<file path="src/rtl/chess_input_ctrl.sv">
// Purpose : turns debounced button pulses into chess move requests (cursor, source/destination capture, req/ack with game logic).
// Latency : every button or ack takes effect on the clock edge after its pulse; all outputs are registered.
// Backpress: move_req is held until move_ack or the ack timeout; while it is held, button pulses are dropped rather than queued.
//
// Ports:
//   CLK, RESET                  clock and synchronous active-high reset
//   btn_up/down/left/right      one-cycle direction pulses (row+1 / row-1 / col-1 / col+1)
//   btn_center                  one-cycle select/confirm pulse
//   move_ack, move_ok           game-logic verdict on the pending request (ok qualifies ack)
//   cursor_x, cursor_y          current cursor square
//   src_valid, move_from        held source square {row, col}
//   move_to, move_req           destination square {row, col} and request level
//   side                        side to move (0 white, 1 black)
//   err_pulse                   one-cycle flag on an illegal move or an ack timeout
//   state_dbg                   FSM state (00 select source, 01 select destination, 10 request)

module chess_input_ctrl #(
    parameter int START_X     = 4,
    parameter int START_Y     = 0,
    parameter int ACK_TIMEOUT = 4000
) (
    input  logic       CLK,
    input  logic       RESET,
    input  logic       btn_up,
    input  logic       btn_down,
    input  logic       btn_left,
    input  logic       btn_right,
    input  logic       btn_center,
    input  logic       move_ack,
    input  logic       move_ok,
    output logic [2:0] cursor_x,
    output logic [2:0] cursor_y,
    output logic       src_valid,
    output logic [5:0] move_from,
    output logic [5:0] move_to,
    output logic       move_req,
    output logic       side,
    output logic       err_pulse,
    output logic [1:0] state_dbg
);

    typedef enum logic [1:0] {
        SEL_SRC = 2'b00,
        SEL_DST = 2'b01,
        REQ     = 2'b10
    } state_t;

    localparam logic [2:0]  HOME_X   = 3'(START_X);
    localparam logic [2:0]  HOME_Y   = 3'(START_Y);
    localparam logic [13:0] TMO_LAST = 14'(ACK_TIMEOUT - 1);

    state_t      state_q;
    logic [2:0]  cur_x_q, cur_y_q;
    logic [2:0]  cur_x_d, cur_y_d;
    logic        src_valid_q;
    logic [5:0]  from_q, to_q;
    logic        req_q;
    logic        side_q;
    logic        err_q;
    logic [13:0] cnt_q;
    logic        at_src;

    // Cursor after this cycle's direction pulse. Centre outranks every
    // direction, so a centre pulse leaves the cursor where it is; among the
    // directions only the highest-priority one is looked at, and a pulse that
    // would leave the board is a no-op (no fallthrough to a lower button).
    always_comb begin
        cur_x_d = cur_x_q;
        cur_y_d = cur_y_q;
        if (btn_center) begin
            cur_x_d = cur_x_q;
        end else if (btn_up) begin
            if (cur_y_q != 3'd7) cur_y_d = cur_y_q + 3'd1;
        end else if (btn_down) begin
            if (cur_y_q != 3'd0) cur_y_d = cur_y_q - 3'd1;
        end else if (btn_left) begin
            if (cur_x_q != 3'd0) cur_x_d = cur_x_q - 3'd1;
        end else if (btn_right) begin
            if (cur_x_q != 3'd7) cur_x_d = cur_x_q + 3'd1;
        end
    end

    assign at_src = (from_q == {cur_y_q, cur_x_q});

    always_ff @(posedge CLK) begin
        if (RESET) begin
            state_q     <= SEL_SRC;
            cur_x_q     <= HOME_X;
            cur_y_q     <= HOME_Y;
            src_valid_q <= 1'b0;
            from_q      <= '0;
            to_q        <= '0;
            req_q       <= 1'b0;
            side_q      <= 1'b0;
            err_q       <= 1'b0;
            cnt_q       <= '0;
        end else begin
            err_q <= 1'b0;
            case (state_q)
                SEL_SRC: begin
                    cur_x_q <= cur_x_d;
                    cur_y_q <= cur_y_d;
                    if (btn_center) begin
                        from_q      <= {cur_y_q, cur_x_q};
                        src_valid_q <= 1'b1;
                        state_q     <= SEL_DST;
                    end
                end
                SEL_DST: begin
                    cur_x_q <= cur_x_d;
                    cur_y_q <= cur_y_d;
                    if (btn_center) begin
                        if (at_src) begin
                            // Confirming the source square again cancels the selection.
                            src_valid_q <= 1'b0;
                            state_q     <= SEL_SRC;
                        end else begin
                            to_q    <= {cur_y_q, cur_x_q};
                            req_q   <= 1'b1;
                            cnt_q   <= '0;
                            state_q <= REQ;
                        end
                    end
                end
                REQ: begin
                    // Cursor, buttons and the captured squares are frozen here.
                    if (move_ack) begin
                        req_q       <= 1'b0;
                        src_valid_q <= 1'b0;
                        cur_x_q     <= HOME_X;
                        cur_y_q     <= HOME_Y;
                        side_q      <= side_q ^ move_ok;
                        err_q       <= ~move_ok;
                        state_q     <= SEL_SRC;
                    end else if (cnt_q == TMO_LAST) begin
                        // No verdict in time: treated exactly like an illegal move.
                        req_q       <= 1'b0;
                        src_valid_q <= 1'b0;
                        cur_x_q     <= HOME_X;
                        cur_y_q     <= HOME_Y;
                        err_q       <= 1'b1;
                        state_q     <= SEL_SRC;
                    end else begin
                        cnt_q <= cnt_q + 14'd1;
                    end
                end
                default: begin
                    // Unused encoding 11: fall back to a clean source selection.
                    req_q       <= 1'b0;
                    src_valid_q <= 1'b0;
                    state_q     <= SEL_SRC;
                end
            endcase
        end
    end

    assign cursor_x  = cur_x_q;
    assign cursor_y  = cur_y_q;
    assign src_valid = src_valid_q;
    assign move_from = from_q;
    assign move_to   = to_q;
    assign move_req  = req_q;
    assign side      = side_q;
    assign err_pulse = err_q;
    assign state_dbg = state_q;

endmodule

</file>
<file path="config.mk">
export PLATFORM = sky130hd
export DESIGN_NAME = chess_input_ctrl
export DESIGN_NICKNAME = d
export VERILOG_FILES = /design/src/rtl/chess_input_ctrl.sv
export SDC_FILE = /design/constraint.sdc
export NUM_CORES = 1
export LEC_CHECK = 0
export BUFFER_PORTS_ARGS = -buffer_cell sky130_fd_sc_hd__buf_2
export CAP_MARGIN = 5
export CORE_MARGIN = 2
export CORE_UTILIZATION = 63
export CTS_BUF_LIST = sky130_fd_sc_hd__clkbuf_4
export DETAILED_ROUTE_END_ITERATION = 7
export MAX_ROUTING_LAYER = met4
export PLACE_DENSITY = 0.88
export SYNTH_ARGS = -nofsm -noshare
export SYNTH_HDL_FRONTEND = slang
export SYNTH_SLANG_ARGS = --single-unit
</file>
<file path="constraint.sdc">
create_clock -name CLK -period 3.72 [get_ports CLK]
set_input_delay 0.372 -clock CLK [delete_from_list [all_inputs] [get_ports CLK]]
set_output_delay 0.372 -clock CLK [all_outputs]
set_load 0.1 [all_outputs]
</file>
==> run_results.csv <==
group,metric,value,unit
outcome,status,"complete, no violations",
floorplanning,core,3050,um^2
setup_path,worst-path-buf-inv,0,
floorplanning,die_area,3700,um^2
timing,drv_slew,0,
synthesis,synth_area_per_cell,8.69,um^2
min_path,hold_path_class,"primary input to flip-flop",
timing,rsz0062_at_grt,"no",
synthesis,synth-seq-cells,38,
finish,syn_to_final_growth,8.06,%
run,cap_violations,0,
place,place_congestion,0.911,
synthesis,mappedNetlistNets,246,
synthesis,synth_edf_count,0,
power,switching_share,37.6,%
cts,cts_tree,"built",
timing,fmax,0.413,GHz
finish,layout.cells.non_filler,301,
finish,drive_gt1_share,21.8,%
detailed_routing,drt_wl_total,4450,um
floorplanning,initial_core_util,66.6,%
floorplanning,die_h,60.8,um
power,power.switching,324,uW
finish,nets,269,
cts,h-tree-depth,2,
global_routing,grt_pass1_wl,7360,um
setup_path,crit_slowest_cell,"nor4_4",
global_routing,grt_overflow,0,
min_path,whs_path_depth,3,
finish,register_area,761,um^2
setup_path,cp.arrival,2690,ps
synthesis,synthTopCellsByArea,"dfxtp_1 (37%), nor2_1 (6.5%), mux2i_1 (6.4%)",
finish,n_fill_cell,257,
setup_path,max_stage_delay,600,ps
detailed_routing,routedWlPerCell,14.8,um
synthesis,synth_ff_type,"dfxtp_1",
synthesis,ys_seq_area_share,37.4,%
timing,hold_viol_final,0,
place,hpwl,3150,um
timing,setup_violations,0,
synthesis,synth_top_area_share,37.4,%
place,dp.cells,294,
setup_path,path_delay_family,"simple AND/OR/NAND/NOR gates",
global_routing,grt_max_degree,37,
detailed_routing,ant_nets,0,
power,power_leakage,0.826,nW
cts,post-cts-setup-buffer-count,0,
setup_path,rr_startpoint,"cnt_q[0]",
power,internal_power,538,uW
setup_path,worstSetupPathDepth,6,
setup_path,r2r_setup_slack,1300,ps
synthesis,ys_types,47,
setup_path,cp-end-kind,"flip-flop",
detailed_routing,vias,1808,
detailed_routing,firstDrtPassIters,5,
detailed_routing,drc,0,
timing,relSlewSlack,29.4,%
finish,final_common_cell,"dfxtp_1",
floorplanning,die_w,60.8,um
global_routing,antenna_found_initial,0,
detailed_routing,viasPerCell,6.01,
timing,tns,0,ps
synthesis,synthesis.area,2030,um^2
setup_path,startpoint_type,"flip-flop",
timing,hold_ws,323,ps
power,seq_power_share,51.5,%
synthesis,yosysWarnings,0,
power,ir_worst_vdd,0.286,mV
setup_path,cp_data_required_time,3980,ps
power,power.share.clock,23.8,%
floorplanning,ioPinCount,33,
cts,cts_buffer_depth,2,
setup_path,critical_path_class,"flip-flop to flip-flop",
finish,multi_input_area,1150,um^2
cts,clock_sinks,38,
place,io_buffers,32,
synthesis,async_flop_share,0,%
global_routing,grt_pass1_vias,1599,
synthesis,syn_inst,234,
cts,clockRootBuffer,"clkbuf_4",
finish,diodes,0,
detailed_routing,drt_iter0_markers,138,
min_path,hold_end,"state_dbg[0]",
synthesis,synth_top_cell_by_area,"dfxtp_1",
setup_path,crit_fanout,10,
global_routing,grtUsageTotal,27.8,%
cts,path_clk_slew,110,ps
min_path,hp-start,"btn_center",
cts,clk_latency,350,ps
timing,period_needed,2420,ps
timing,worst_slew_pin_slew,1050,ps
setup_path,path_cells,"ha_1, nand4_1, nor4_4, nand2b_1, nand2_4, a311oi_2",
power,combPwrFrac,24.7,%
timing,finClkSkew,7.79,ps
setup_path,worstRegToRegCells,6,
cts,cts_resized,0,
setup_path,rr_endpoint,"cnt_q[10]",
finish,layout_common_cells,"dfxtp_1 (38), nor2_1 (35), buf_2 (32)",
power,cellPowerDensity,392,nW/um^2
cts,cts_buffers,5,
cts,ctsHoldBuffers,0,
timing,post-route-period-util,65.2,%
floorplanning,rows,20,
## Yosys cell counts, types with 2 or more instances
master	n
nand2_1	15
buf_6	4
dfxtp_1	38
nor2b_1	3
a31oi_1	3
nand2b_1	2
xor2_1	4
nand3_1	11
xnor2_1	6
a32oi_1	2
mux2i_1	13
a311oi_2	5
or2_2	2
a21oi_1	12
nor4_1	4
o21a_1	2
fa_1	2
buf_4	2
o21ai_0	8
nor2_1	35
inv_1	6
nor3_1	11
clkbuf_1	9
o211ai_1	4
or3_1	3
nand4_1	7
## per-layer routing
metal	vias up	global-route usage, %	wire [um]
met5	-	-	0
met4	0	9.32	42
met3	5	7.89	232
met2	57	44.1	2260
met1	854	34.0	1910
li1	892	-	-
## area by class of cell
| class | instances | share of cell area (%) |
|---|---|---|
| clock buffers | 5 | 1.71 |
| clock inverters | 2 | 0.455 |
| inverters | 6 | 1.02 |
| multi-input cells | 174 | 52.4 |
| flip-flops and latches | 38 | 34.6 |
| well taps | 44 | 2.50 |
| repair buffers | 32 | 7.29 |
## cell families after synthesis
kind of cell	synth area share, %
buffers and inverters	5.96
XOR/XNOR	4.30
adder cells (fa/ha/maj)	2.58
AO/OA/AOI/OAI	17.6
multiplexers	6.40
flip-flops	37.4
AND/OR/NAND/NOR	25.8
## power by group through the flow
stage | Clock (mW) | Combinational [mW] | Sequential [mW]
2_1_floorplan | 0 | 0.0936 | 0.539
3_3_place_gp | 0 | 0.210 | 0.452
3_5_place_dp | 0 | 0.212 | 0.453
4_1_cts | 0.208 | 0.213 | 0.444
5_1_grt | 0.228 | 0.225 | 0.448
6_report | 0.206 | 0.213 | 0.444
## tightest hold or removal path, cell delays in order
cell	delay [ps]
buf_2	110
xnor2_1	120
nor3_1	40
## state kept, by name, indices dropped and copies added (netlist names)
name / cells
move_to: 6
state_dbg: 2
err_pulse: 1
cnt_q: 14
move_req: 1
side: 1
cursor_y: 3
src_valid: 1
cursor_x: 3
move_from: 6
## through the flow
step | instance area (um^2) | utilization (%) | power [mW] | setup slack, ps
4_1_cts | 2200 | 72.0 | 0.865 | 1330
5_1_grt | 2200 | 72.0 | 0.900 | 1130
3_3_place_gp | 2150 | 70.5 | 0.662 | 1420
2_1_floorplan | 2030 | - | 0.633 | 1030
3_5_place_dp | 2150 | 70.5 | 0.665 | 1360
6_report | 2200 | 72.0 | 0.862 | 1300
## worst max-delay path by stage
stage	start	endpoint	slack (ps)
3_5_place_dp	cnt_q[0]	cnt_q[3]	1360
6_report	cnt_q[0]	cnt_q[10]	1300
2_1_floorplan	cursor_x[0]	cnt_q[10]	1030
5_1_grt	cnt_q[0]	cnt_q[3]	1130
3_3_place_gp	cnt_q[0]	cursor_y[0]	1420
4_1_cts	cnt_q[0]	cnt_q[3]	1330
Power figures use the tool's default switching activity.
